$ cat config.mk
export PLATFORM = sky130hd
export DESIGN_NAME = vdp_cpu_port_flat
export DESIGN_NICKNAME = d
export VERILOG_FILES = /design/src/rtl/vdp_cpu_port_if.sv /design/src/rtl/vdp_cpu_port.sv /design/src/flat_wrapper.sv
export SDC_FILE = /design/constraint.sdc
export NUM_CORES = 1
export LEC_CHECK = 0
export ABC_CLOCK_PERIOD_IN_PS = 2600
export CELL_PAD_IN_SITES_DETAIL_PLACEMENT = 1
export CELL_PAD_IN_SITES_GLOBAL_PLACEMENT = 1
export CORE_MARGIN = 4
export CORE_UTILIZATION = 43
export CTS_BUF_LIST = sky130_fd_sc_hd__clkbuf_4 sky130_fd_sc_hd__clkbuf_8
export DETAILED_ROUTE_END_ITERATION = 10
export GPL_TIMING_DRIVEN = 1
export PLACE_DENSITY_LB_ADDON = 0.1
export SLEW_MARGIN = 25
export SYNTH_ARGS = -nofsm -noshare
export SYNTH_HDL_FRONTEND = slang
export SYNTH_SLANG_ARGS = --single-unit
$ cat constraint.sdc
create_clock -name clk_w -period 2.6 [get_ports clk_w]
set_input_delay 0.78 -clock clk_w [delete_from_list [all_inputs] [get_ports clk_w]]
set_output_delay 0.78 -clock clk_w [all_outputs]
set_load 0.02 [all_outputs]
$ cat src/rtl/vdp_cpu_port_if.sv
// ---------------------------------------------------------------------------
// vdp_cpu_port_if
// Request/acknowledge bus between the CPU port and the VDP core.
//   vdp_req  : request valid, held until vdp_ack
//   vdp_wrt  : 1 = register write, 0 = register read
//   vdp_adr  : register select
//   vdp_dbo  : write data towards the core
//   vdp_ack  : core acknowledge (one cycle)
//   vdp_dbi  : read data from the core, valid with vdp_ack
// Modports: master (CPU port side), slave (VDP core side).
// ---------------------------------------------------------------------------
interface vdp_cpu_port_if #(
    parameter int ADDR_W = 2,
    parameter int DATA_W = 8
);
    logic              vdp_req;
    logic              vdp_wrt;
    logic [ADDR_W-1:0] vdp_adr;
    logic [DATA_W-1:0] vdp_dbo;
    logic              vdp_ack;
    logic [DATA_W-1:0] vdp_dbi;

    modport master (
        output vdp_req, vdp_wrt, vdp_adr, vdp_dbo,
        input  vdp_ack, vdp_dbi
    );

    modport slave (
        input  vdp_req, vdp_wrt, vdp_adr, vdp_dbo,
        output vdp_ack, vdp_dbi
    );
endinterface

$ cat src/rtl/vdp_cpu_port.sv
// ---------------------------------------------------------------------------
// vdp_cpu_port
// Bridges an asynchronous CPU bus (write/read strobes) onto the VDP core
// request bus. Raw strobes and data are synchronised and the strobes are
// deglitched; writes are posted through a small FIFO, reads are issued only
// once all earlier writes have drained.
//
// Ports
//   clk_w, reset_n_w   : VDP clock, asynchronous active-low reset
//   csw_n, csr_n       : raw CPU write/read strobes (active low)
//   mode, cd_in        : raw CPU register select / write data
//   cd_out, cd_oe      : last read data, data-bus drive enable (= ~csr_n)
//   vdp                : request bus to the VDP core (master modport)
//   fifo_level         : posted-write FIFO occupancy
//   overflow           : sticky, set when a write is dropped on a full FIFO
//   wr_count, rd_count, drop_count : statistics counters
//
// Optional feature: define VDP_CPU_PORT_STATS_EN to enable the saturating
// statistics counters; otherwise they read as constant zero.
// ---------------------------------------------------------------------------
module vdp_cpu_port #(
    parameter int ADDR_W     = 2,
    parameter int DATA_W     = 8,
    parameter int FILT_LEN   = 3,
    parameter int FIFO_DEPTH = 4
) (
    input  logic                            clk_w,
    input  logic                            reset_n_w,
    input  logic                            csw_n,
    input  logic                            csr_n,
    input  logic [ADDR_W-1:0]               mode,
    input  logic [DATA_W-1:0]               cd_in,
    output logic [DATA_W-1:0]               cd_out,
    output logic                            cd_oe,
    vdp_cpu_port_if.master                  vdp,
    output logic [$clog2(FIFO_DEPTH+1)-1:0] fifo_level,
    output logic                            overflow,
    output logic [15:0]                     wr_count,
    output logic [15:0]                     rd_count,
    output logic [15:0]                     drop_count
);

    localparam int PTR_W = $clog2(FIFO_DEPTH);
    localparam int LVL_W = $clog2(FIFO_DEPTH + 1);
    localparam int CNT_W = $clog2(FILT_LEN + 1);

    typedef enum logic [1:0] {
        IDLE,
        WR_REQ,
        RD_REQ,
        RD_HOLD
    } state_t;

    // -----------------------------------------------------------------------
    // Input synchronisers (reset to 1 so nothing looks like a strobe)
    // -----------------------------------------------------------------------
    logic [1:0]        r_csw_sync;
    logic [1:0]        r_csr_sync;
    logic [ADDR_W-1:0] r_mode_s1, r_mode_s2;
    logic [DATA_W-1:0] r_cd_s1, r_cd_s2;

    always_ff @(posedge clk_w or negedge reset_n_w) begin
        if (!reset_n_w) begin
            r_csw_sync <= '1;
            r_csr_sync <= '1;
            r_mode_s1  <= '1;
            r_mode_s2  <= '1;
            r_cd_s1    <= '1;
            r_cd_s2    <= '1;
        end else begin
            r_csw_sync <= {r_csw_sync[0], csw_n};
            r_csr_sync <= {r_csr_sync[0], csr_n};
            r_mode_s1  <= mode;
            r_mode_s2  <= r_mode_s1;
            r_cd_s1    <= cd_in;
            r_cd_s2    <= r_cd_s1;
        end
    end

    // -----------------------------------------------------------------------
    // Strobe filters: index 0 = write strobe, index 1 = read strobe.
    // The counter tracks consecutive cycles where the synchronised value
    // differs from the filtered level; the level flips on the FILT_LEN-th.
    // -----------------------------------------------------------------------
    logic [1:0]       w_sync;
    logic [1:0]       w_flip;
    logic [1:0]       r_filt_lvl;
    logic [CNT_W-1:0] r_filt_cnt [2];

    assign w_sync = {r_csr_sync[1], r_csw_sync[1]};

    always_comb begin
        w_flip = '0;
        for (int unsigned i = 0; i < 2; i++) begin
            w_flip[i] = (w_sync[i] != r_filt_lvl[i]) &&
                        (r_filt_cnt[i] == CNT_W'(FILT_LEN - 1));
        end
    end

    always_ff @(posedge clk_w or negedge reset_n_w) begin
        if (!reset_n_w) begin
            r_filt_lvl <= '1;
            for (int unsigned i = 0; i < 2; i++) begin
                r_filt_cnt[i] <= '0;
            end
        end else begin
            for (int unsigned i = 0; i < 2; i++) begin
                if (w_sync[i] == r_filt_lvl[i]) begin
                    r_filt_cnt[i] <= '0;
                end else if (w_flip[i]) begin
                    r_filt_lvl[i] <= w_sync[i];
                    r_filt_cnt[i] <= '0;
                end else begin
                    r_filt_cnt[i] <= r_filt_cnt[i] + CNT_W'(1);
                end
            end
        end
    end

    // Falling edges are taken on the cycle the filtered level flips low.
    logic w_csw_fall, w_csr_fall, w_wr_stb, w_rd_stb;

    assign w_csw_fall = r_filt_lvl[0] & w_flip[0];
    assign w_csr_fall = r_filt_lvl[1] & w_flip[1];
    assign w_wr_stb   = w_csw_fall & r_filt_lvl[1] & ~w_csr_fall;
    assign w_rd_stb   = w_csr_fall & r_filt_lvl[0] & ~w_csw_fall;

    // -----------------------------------------------------------------------
    // Posted-write FIFO
    // The head entry is copied onto the bus when a write starts but is only
    // retired on vdp_ack, so an in-flight write still occupies its slot.
    // -----------------------------------------------------------------------
    logic [ADDR_W-1:0] r_fifo_adr [FIFO_DEPTH];
    logic [DATA_W-1:0] r_fifo_dat [FIFO_DEPTH];
    logic [PTR_W-1:0]  r_wptr, r_rptr;
    logic [LVL_W-1:0]  r_level;
    logic              r_overflow;
    logic              w_full, w_empty, w_push, w_drop, w_retire;

    assign w_full  = (r_level == LVL_W'(FIFO_DEPTH));
    assign w_empty = (r_level == '0);
    assign w_push  = w_wr_stb & (~w_full | w_retire);
    assign w_drop  = w_wr_stb & ~w_push;

    always_ff @(posedge clk_w) begin
        if (w_push) begin
            r_fifo_adr[r_wptr] <= r_mode_s2;
            r_fifo_dat[r_wptr] <= r_cd_s2;
        end
    end

    always_ff @(posedge clk_w or negedge reset_n_w) begin
        if (!reset_n_w) begin
            r_wptr     <= '0;
            r_rptr     <= '0;
            r_level    <= '0;
            r_overflow <= 1'b0;
        end else begin
            if (w_push) begin
                r_wptr <= r_wptr + PTR_W'(1);
            end
            if (w_retire) begin
                r_rptr <= r_rptr + PTR_W'(1);
            end
            if (w_push && !w_retire) begin
                r_level <= r_level + LVL_W'(1);
            end else if (!w_push && w_retire) begin
                r_level <= r_level - LVL_W'(1);
            end
            if (w_drop) begin
                r_overflow <= 1'b1;
            end
        end
    end

    // -----------------------------------------------------------------------
    // Request FSM
    // -----------------------------------------------------------------------
    state_t            r_state, w_state_nxt;
    logic              w_load_wr, w_load_rd, w_rd_done;
    logic              r_rd_pending;
    logic [ADDR_W-1:0] r_rd_adr;
    logic              r_vdp_req, r_vdp_wrt;
    logic [ADDR_W-1:0] r_vdp_adr;
    logic [DATA_W-1:0] r_vdp_dbo;
    logic [DATA_W-1:0] r_cd_out;

    always_comb begin
        w_state_nxt = r_state;
        w_load_wr   = 1'b0;
        w_load_rd   = 1'b0;
        w_retire    = 1'b0;
        w_rd_done   = 1'b0;
        case (r_state)
            IDLE: begin
                if (!w_empty) begin
                    w_state_nxt = WR_REQ;
                    w_load_wr   = 1'b1;
                end else if (r_rd_pending) begin
                    w_state_nxt = RD_REQ;
                    w_load_rd   = 1'b1;
                end
            end
            WR_REQ: begin
                if (vdp.vdp_ack) begin
                    w_state_nxt = IDLE;
                    w_retire    = 1'b1;
                end
            end
            RD_REQ: begin
                if (vdp.vdp_ack) begin
                    w_state_nxt = RD_HOLD;
                    w_rd_done   = 1'b1;
                end
            end
            RD_HOLD: begin
                if (r_filt_lvl[1]) begin
                    w_state_nxt = IDLE;
                end
            end
            default: w_state_nxt = IDLE;
        endcase
    end

    always_ff @(posedge clk_w or negedge reset_n_w) begin
        if (!reset_n_w) begin
            r_state      <= IDLE;
            r_rd_pending <= 1'b0;
            r_rd_adr     <= '0;
            r_vdp_req    <= 1'b0;
            r_vdp_wrt    <= 1'b0;
            r_vdp_adr    <= '0;
            r_vdp_dbo    <= '0;
            r_cd_out     <= '0;
        end else begin
            r_state <= w_state_nxt;

            if (w_rd_stb) begin
                r_rd_pending <= 1'b1;
                r_rd_adr     <= r_mode_s2;
            end else if (w_rd_done) begin
                r_rd_pending <= 1'b0;
            end

            if (w_load_wr) begin
                r_vdp_req <= 1'b1;
                r_vdp_wrt <= 1'b1;
                r_vdp_adr <= r_fifo_adr[r_rptr];
                r_vdp_dbo <= r_fifo_dat[r_rptr];
            end else if (w_load_rd) begin
                r_vdp_req <= 1'b1;
                r_vdp_wrt <= 1'b0;
                r_vdp_adr <= r_rd_adr;
            end else if (w_retire || w_rd_done) begin
                r_vdp_req <= 1'b0;
                r_vdp_wrt <= 1'b0;
            end

            if (w_rd_done) begin
                r_cd_out <= vdp.vdp_dbi;
            end
        end
    end

    assign vdp.vdp_req = r_vdp_req;
    assign vdp.vdp_wrt = r_vdp_wrt;
    assign vdp.vdp_adr = r_vdp_adr;
    assign vdp.vdp_dbo = r_vdp_dbo;
    assign cd_out      = r_cd_out;
    assign cd_oe       = ~csr_n;
    assign fifo_level  = r_level;
    assign overflow    = r_overflow;

    // -----------------------------------------------------------------------
    // Statistics counters
    // -----------------------------------------------------------------------
`ifdef VDP_CPU_PORT_STATS_EN
    logic [15:0] r_wr_cnt, r_rd_cnt, r_drop_cnt;

    always_ff @(posedge clk_w or negedge reset_n_w) begin
        if (!reset_n_w) begin
            r_wr_cnt   <= '0;
            r_rd_cnt   <= '0;
            r_drop_cnt <= '0;
        end else begin
            if (w_push && (r_wr_cnt != '1)) begin
                r_wr_cnt <= r_wr_cnt + 16'd1;
            end
            if (w_rd_done && (r_rd_cnt != '1)) begin
                r_rd_cnt <= r_rd_cnt + 16'd1;
            end
            if (w_drop && (r_drop_cnt != '1)) begin
                r_drop_cnt <= r_drop_cnt + 16'd1;
            end
        end
    end

    assign wr_count   = r_wr_cnt;
    assign rd_count   = r_rd_cnt;
    assign drop_count = r_drop_cnt;
`else
    assign wr_count   = '0;
    assign rd_count   = '0;
    assign drop_count = '0;
`endif

endmodule

$ cat src/flat_wrapper.sv
// flat-port wrapper written by rule: the top's interface ports become plain ports
module vdp_cpu_port_flat 
#(
    parameter int ADDR_W     = 2,
    parameter int DATA_W     = 8,
    parameter int FILT_LEN   = 3,
    parameter int FIFO_DEPTH = 4
)
  (clk_w, reset_n_w, csw_n, csr_n, mode, cd_in, cd_out, cd_oe, fifo_level, overflow, wr_count, rd_count, drop_count, vdp_vdp_req, vdp_vdp_wrt, vdp_vdp_adr, vdp_vdp_dbo, vdp_vdp_ack, vdp_vdp_dbi);
  vdp_cpu_port_if #(.ADDR_W(ADDR_W), .DATA_W(DATA_W)) vdp_i ();
  input  logic clk_w;
  input  logic reset_n_w;
  input  logic csw_n;
  input  logic csr_n;
  input  logic [ADDR_W-1:0] mode;
  input  logic [DATA_W-1:0] cd_in;
  output logic [DATA_W-1:0] cd_out;
  output logic cd_oe;
  output logic [$clog2(FIFO_DEPTH+1)-1:0] fifo_level;
  output logic overflow;
  output logic [15:0] wr_count;
  output logic [15:0] rd_count;
  output logic [15:0] drop_count;
  output wire logic [$bits(vdp_i.vdp_req)-1:0] vdp_vdp_req;
  output wire logic [$bits(vdp_i.vdp_wrt)-1:0] vdp_vdp_wrt;
  output wire logic [$bits(vdp_i.vdp_adr)-1:0] vdp_vdp_adr;
  output wire logic [$bits(vdp_i.vdp_dbo)-1:0] vdp_vdp_dbo;
  input wire logic [$bits(vdp_i.vdp_ack)-1:0] vdp_vdp_ack;
  input wire logic [$bits(vdp_i.vdp_dbi)-1:0] vdp_vdp_dbi;
  assign vdp_vdp_req = vdp_i.vdp_req;
  assign vdp_vdp_wrt = vdp_i.vdp_wrt;
  assign vdp_vdp_adr = vdp_i.vdp_adr;
  assign vdp_vdp_dbo = vdp_i.vdp_dbo;
  assign vdp_i.vdp_ack = vdp_vdp_ack;
  assign vdp_i.vdp_dbi = vdp_vdp_dbi;
  vdp_cpu_port #(.ADDR_W(ADDR_W), .DATA_W(DATA_W), .FILT_LEN(FILT_LEN), .FIFO_DEPTH(FIFO_DEPTH)) u_core (.clk_w(clk_w), .reset_n_w(reset_n_w), .csw_n(csw_n), .csr_n(csr_n), .mode(mode), .cd_in(cd_in), .cd_out(cd_out), .cd_oe(cd_oe), .vdp(vdp_i), .fifo_level(fifo_level), .overflow(overflow), .wr_count(wr_count), .rd_count(rd_count), .drop_count(drop_count));
endmodule
==> results of run 1 <==
## critical path: cells and delay by family
| kind | cells | cell delay, ps |
|---|---|---|
| buffers and inverters | 3 | 830 |
## power breakdown
group | switching, W | internal, W
clock network | 0.000523 | 0.000568
registers | 0.000314 | 0.00200
logic | 0.000644 | 0.000765
total | 0.00148 | 0.00333
## sequential cells by signal, summed over array words and instances, names as in the netlist
name and cells:
u_core.r_filt_cnt 4, u_core.vdp.vdp_dbo 8, u_core.fifo_level 3, u_core.r_rd_pending 1
u_core.r_mode_s1 2, u_core.r_cd_s1 8, u_core.r_state 2, u_core.vdp.vdp_adr 2
u_core.r_csw_sync 2, u_core.r_fifo_dat 32, u_core.r_mode_s2 2, u_core.r_wptr 2
u_core.r_cd_s2 8, u_core.r_rptr 2, u_core.overflow 1, u_core.r_csr_sync 2
u_core.r_fifo_adr 8, u_core.r_filt_lvl 2, u_core.vdp.vdp_req 1, u_core.r_rd_adr 2
u_core.vdp.vdp_wrt 1, u_core.cd_out 8
## through the flow
step	power (W)	hold slack [ps]
final	0.00481	356
after global routing	0.00511	365
after CTS	0.00487	361
after detailed placement	0.00376	347
after global placement	0.00369	345
after floorplan	0.00328	345
## per-layer routing
layer / wire length (um) / track usage (%) / up-vias
met5: 0 / 0 / -
met3: 356 / 1.99 / 5
li1: - / - / 939
met4: 89 / 5.75 / 0
met1: 3170 / 17.3 / 1047
met2: 3550 / 21.3 / 66
## layout by cell type (no fill, tap or decap), types with 3 or more instances in the layout
cell type,synthesis,routed
and2_1,5,5
buf_12,0,5
buf_4,49,6
clkbuf_8,0,9
clkdlybuf4s50_1,0,44
conb_1,1,48
dfrtp_1,37,37
dfstp_2,26,26
edfxtp_1,40,40
ha_1,5,4
inv_1,5,5
mux2_2,21,21
mux4_1,7,7
mux4_2,3,3
nand2_1,12,12
nor2_1,5,5
nor3b_1,3,3
o21ai_0,3,3
xnor2_1,5,5
xor2_1,4,4
## cell families after synthesis
kind of cell	count (synthesis)	share of synthesized area, %
flops	103	66.7
buf+inv	59	10.2
simple gates	37	4.96
mux	34	12.4
compound gates	11	1.87
xor+xnor	9	1.87
fa+ha+maj	6	1.96
other cells	1	0.0890
## worst min-delay path by stage
stage	slack (ps)	startpoint	end
after floorplan	350	u_core.r_cd_s1[0]	u_core.r_cd_s2[0]
after global placement	350	u_core.r_cd_s1[4]	u_core.r_cd_s2[4]
after detailed placement	350	u_core.r_cd_s1[0]	u_core.r_cd_s2[0]
after CTS	360	u_core.r_cd_s1[7]	u_core.r_cd_s2[7]
after global routing	360	u_core.r_cd_s1[0]	u_core.r_cd_s2[0]
final	360	u_core.r_cd_s1[7]	u_core.r_cd_s2[7]
## layout make-up
| type | count | area (um^2) | share of cell area [%] |
|---|---|---|---|
| sequential | 103 | 2810 | 56.3 |
| multi-input combinational | 145 | 1170 | 23.4 |
| timing repair buffer | 58 | 612 | 12.3 |
| tap | 129 | 161 | 3.23 |
| clock buffer | 11 | 139 | 2.78 |
| clock inverter | 5 | 82.6 | 1.65 |
| inverter | 5 | 18.8 | 0.376 |
## repair_timing
action / 4_1_cts / 5_1_grt
pin swaps: 0 / 2
resized for setup: 1 / 4
setup buffers: 0 / 0
hold endpoints to repair: 0 / 0
endpoints found under the setup margin: 1 / 2
==> summary.md, run 1 <==
| Metric | Value |
|---|---|
| Outcome | complete, no violations |
| Area growth syn-to-layout | 18.4% |
| Clock period minus worst slack | 2390 ps |
| Gr usage total | 13.0% |
| Fmax | 419 MHz |
| TritonCTS clock tree | built |
| Rows | 35 |
| Critical Path Fanout Max | 2 |
| Mean routed wirelength per cell | 15.7 um |
| Global route overflow | 0 |
| Final setup violation count | 0 |
| Pre-CTS WS | -305 ps |
| Crit path launch type | primary input |
| Hold path cells | 0 |
| Worst r2r src | u_core.r_state[0] |
| Setup CP Type | primary input to output port |
| H-Tree Depth | 3 |
| Fin area | 4990 um^2 |
| Fin. max-slew vios | 0 |
| Register area share after synthesis | 66.7% |
| R2R Path End | u_core.fifo_level[2] |
| Final hold vios | 0 |
| Die Height | 107 um |
| Critical path cell sequence | clkdlybuf4s50_1 > inv_1 > dlygate4sd2_1 |
| Post-DR vias/cell | 4.51 |
| Fillers | 941 |
| WP data required | 1820 ps |
| IR drop worst, VDD | 475 uV |
| # IOs | 96 |
| Setup Skew | 13.4 ps |
| Crit-path max cell delay | 480 ps |
| Die X | 107 um |
| WL final | 7.17 mm |
| Post-synth top cells | buf_4, edfxtp_1, dfrtp_1, dfstp_2, mux2_2 |
| Nets | 351 |
| Num CTS Buffers | 9 |
| Worst setup margin | 214 ps |
| DP Cell Count | 440 |
| Fin crit share | 91.8% |
| Worst Setup SP | csr_n |
| Mapped cell area | 4220 um^2 |
| Largest area contributor in the netlist | edfxtp_1 |
| Endpoint class of the critical path | output port |
| Reg2Reg Setup Slack | 410 ps |
| Crit path to | cd_oe |
| Setup TNS | 0 ps |
| Warnings, synthesis | 0 |
| Starting Density | 45.0% |
| Share of the synthesized area in the top cell type | 28.5% |
| Finished Layout Cells | 456 |
| CTS Hold Buffers Added | 0 |
| Syn Inst Count | 260 |
| Ys flop type | edfxtp_1 |
| Yosys reg bits | 103 |
| Reg clk slew, reported paths | 100 ps |
| First-pass iteration count of the detailed router | 4 |
| EDFF count, synth | 40 |
| Drt drc | 0 |
| Ratio of cells with drive above 1 in the final layout | 26.0% |
| Vias in the first global route | 2,128 |
| Port bufs | 47 |
| Post-Route Utilization | 53.3% |
| Die ar. | 11,500 um^2 |
| Routed vias | 2,057 |
| Worst path slowest cell | clkdlybuf4s50_1 |
| Post-synth ARST share | 61.2% |
| Clock Latency Late Sink | 350 ps |
| Worst slew pin tran | 639 ps |
| Antenna Violating Nets Remaining | 0 |
| Synth top area cells | edfxtp_1, dfrtp_1, dfstp_2, buf_4, mux2_2 |
| Reg2reg path depth | 9 |
| Netlist cell types | 40 |
| Worst hold-check path type | flip-flop to flip-flop |
| Placer Congestion | 0.721 |
| Largest net degree at the start of global routing | 42 |
| RSZ-0062 raised after global routing | no |
| Post-DP Area | 4750 um^2 |
| Mean Syn Cell Area | 16.2 um^2 |
| Clock Sinks | 103 |
| Count leader, synth | buf_4 |
| CTS Buffer Depth | 2 |
| Initial antenna violation count | 0 |
| Max-cap violation count | 0 |
| Core area | 9370 um^2 |
| Ant. Diodes | 0 |
| Initial DRC count | 42 |
| Root Buffer | clkbuf_8 |
| Rel. slew slack | 57.4% |
| Pleak | 2.03 nW |
| Pwr Density | 964 nW/um^2 |
| Post-DP HPWL | 4.99 mm |
| First-pass GRT wire length | 11.4 mm |
| Arr. time, crit path | 1610 ps |
Note: power is estimated with default switching activity, not from simulation.
==> run 2: changes to the inputs <==
--- a/config.mk
+++ b/config.mk
@@ -8,6 +8,7 @@
 export ABC_CLOCK_PERIOD_IN_PS = 2600
 export CELL_PAD_IN_SITES_DETAIL_PLACEMENT = 1
 export CELL_PAD_IN_SITES_GLOBAL_PLACEMENT = 1
+export CORE_ASPECT_RATIO = 0.6
 export CORE_MARGIN = 4
 export CORE_UTILIZATION = 43
 export CTS_BUF_LIST = sky130_fd_sc_hd__clkbuf_4 sky130_fd_sc_hd__clkbuf_8
==> run 2 against run 1 <==
Highest routed layer unchanged. Critical path depth up 5. Via count up 0.88%. Register-to-register slack better by 40 ps. Sequential share of layout area up 0.34 points. First-iteration DRC count up 67%.
==> summary.md, run 2 (synthesized netlist as in run 1, its figures left out) <==
| Metric | Value |
|---|---|
| Final hold vios | 0 |
| Pwr Density | 946 nW/um^2 |
| Comb pwr share | 30.4% |
| Antenna Violating Nets Remaining | 0 |
| Post-DP HPWL | 5.05 mm |
| Most frequent cells in the layout | conb_1, clkdlybuf4s50_1, edfxtp_1 |
| Crit path launch type | primary input |
| IR drop worst, VDD | 365 uV |
| Clock network power share | 20.2% |
| DP Cell Count | 444 |
| Clock period minus worst slack | 2470 ps |
| Worst hold-check path type | flip-flop to flip-flop |
| Die X | 136 um |
| Overall Power | 0.00469 W |
| Setup Skew | 8.71 ps |
| Post-CTS Repair Setup Buffers | 0 |
| Starting Density | 45.0% |
| Initial antenna violation count | 0 |
| Outcome | complete, no violations |
| Reg clk slew, reported paths | 100 ps |
| CP Buf/Inv Count | 3 |
| P_sw | 0.00148 W |
| Worst setup margin | 127 ps |
| Max reg flops | 32 |
| Clock Sinks | 103 |
| Rel. slew slack | 53.4% |
| Routed vias | 2,075 |
| RSZ-0062 raised after global routing | no |
| Crit. path cell count | 8 |
| Ratio of cells with drive above 1 in the final layout | 27.0% |
| # IOs | 96 |
| Initial DRC count | 70 |
| Nets | 354 |
| Placer Congestion | 0.693 |
| Fin. max-slew vios | 0 |
| Port bufs | 47 |
| Pre-CTS WS | -323 ps |
| WL final | 7.18 mm |
| Drt drc | 0 |
| Mean routed wirelength per cell | 15.6 um |
| Hold path cells | 0 |
| Worst slew pin tran | 699 ps |
| Fmax | 404 MHz |
| Biggest register | u_core.r_fifo_dat |
| Setup CP Type | primary input to flip-flop |
| H-Tree Depth | 3 |
| Die ar. | 11,500 um^2 |
| WP data required | 2840 ps |
| Largest net degree at the start of global routing | 64 |
| Global route overflow | 0 |
| Area growth syn-to-layout | 17.7% |
| Final setup violation count | 0 |
| Hold Slack | 354 ps |
| Fin crit share | 95.1% |
| Part of the power in registers | 49.5% |
| Num CTS Buffers | 9 |
| Max-cap violation count | 0 |
| Post-DR vias/cell | 4.51 |
| Clock Latency Late Sink | 360 ps |
| Most common cell after layout, fill and taps aside | conb_1 |
| Crit-path max cell delay | 480 ps |
| Worst path slowest cell | clkdlybuf4s50_1 |
| Internal power | 0.00321 W |
| Critical path cell sequence | clkdlybuf4s50_1 > nand2_1 > or2_4 > buf_4 > ha_2 > inv_1 > fa_2 > mux2_2 |
| Rows | 27 |
| Top Family by Delay on Critical Path | buffers and inverters |
| First-pass iteration count of the detailed router | 4 |
| Die Height | 84.7 um |
| Pleak | 2.01 nW |
| First-pass GRT wire length | 11.9 mm |
| Sw Share | 31.5% |
| Root Buffer | clkbuf_8 |
| Core area | 9360 um^2 |
| Reg2reg path depth | 6 |
| Finished Layout Cells | 460 |
| Vias in the first global route | 2,247 |
| TritonCTS clock tree | built |
| Arr. time, crit path | 2720 ps |
| Endpoint class of the critical path | flip-flop |
| CTS Buffer Depth | 2 |
| Gr usage total | 13.4% |
| Ant. Diodes | 0 |
| Critical Path Fanout Max | 3 |
run 2: path summary, 6_finish.rpt:
| path | from | endpoint | slack, ps |
|---|---|---|---|
| setup / recovery | vdp_vdp_ack | u_core.fifo_level[1] | 130 |
| hold / removal | u_core.r_cd_s1[2] | u_core.r_cd_s2[2] | 350 |
| setup reg to reg | u_core.fifo_level[0] | u_core.fifo_level[1] | 450 |
| hold reg to reg | u_core.r_cd_s1[2] | u_core.r_cd_s2[2] | 350 |
| max in group asynchronous | reset_n_w | u_core.r_mode_s2[1] | 1860 |
| min in group asynchronous | reset_n_w | u_core.vdp.vdp_dbo[3] | 430 |
run 2: area by class of cell:
| cell class | count | area [um^2] |
|---|---|---|
| clock inverter | 3 | 17.5 |
| clock buffer | 13 | 173 |
| multi-input combinational | 145 | 1160 |
| inverter | 5 | 18.8 |
| timing repair buffer | 61 | 619 |
| fill | 917 | 4400 |
| sequential | 103 | 2810 |
| tap | 130 | 163 |
run 2: what timing repair did:
| action | in CTS | in global routing |
|---|---|---|
| resized for setup | 1 | 3 |
| hold buffers | 0 | 0 |
| pin swaps | 0 | 3 |
| endpoints found under the setup margin | 1 | 1 |
run 2: layer usage:
metal	routed length [um]	global-route usage (%)	vias up
met1	3490	19.4	1065
met3	381	4.13	7
met4	86	4.12	0
li1	-	-	942
met2	3220	19.6	61
met5	0	0	-
run 2: through the flow:
stage	area, um^2	setup TNS [ps]	util, %
5_1_grt	4960	0	53.0
3_3_place_gp	4760	-491	50.9
3_5_place_dp	4760	-647	50.9
4_1_cts	4950	0	52.9
2_1_floorplan	4390	0	-
6_report	4960	0	53.0
run 2: power groups by stage:
stage / combinational, W / sequential (W) / clock [W]
after floorplan: 0.000904 / 0.00238 / 0
after global placement: 0.00140 / 0.00234 / 0
after detailed placement: 0.00144 / 0.00236 / 0
after CTS: 0.00144 / 0.00233 / 0.000984
after global routing: 0.00156 / 0.00238 / 0.00107
final: 0.00142 / 0.00232 / 0.000946
run 2: worst reg2reg max path, cell delays in order, from the launching register on:
cell and delay, ps:
dfrtp_1 490, nor3b_1 460, a21oi_4 110, ha_2 200
inv_1 80, fa_2 430, mux2_2 270
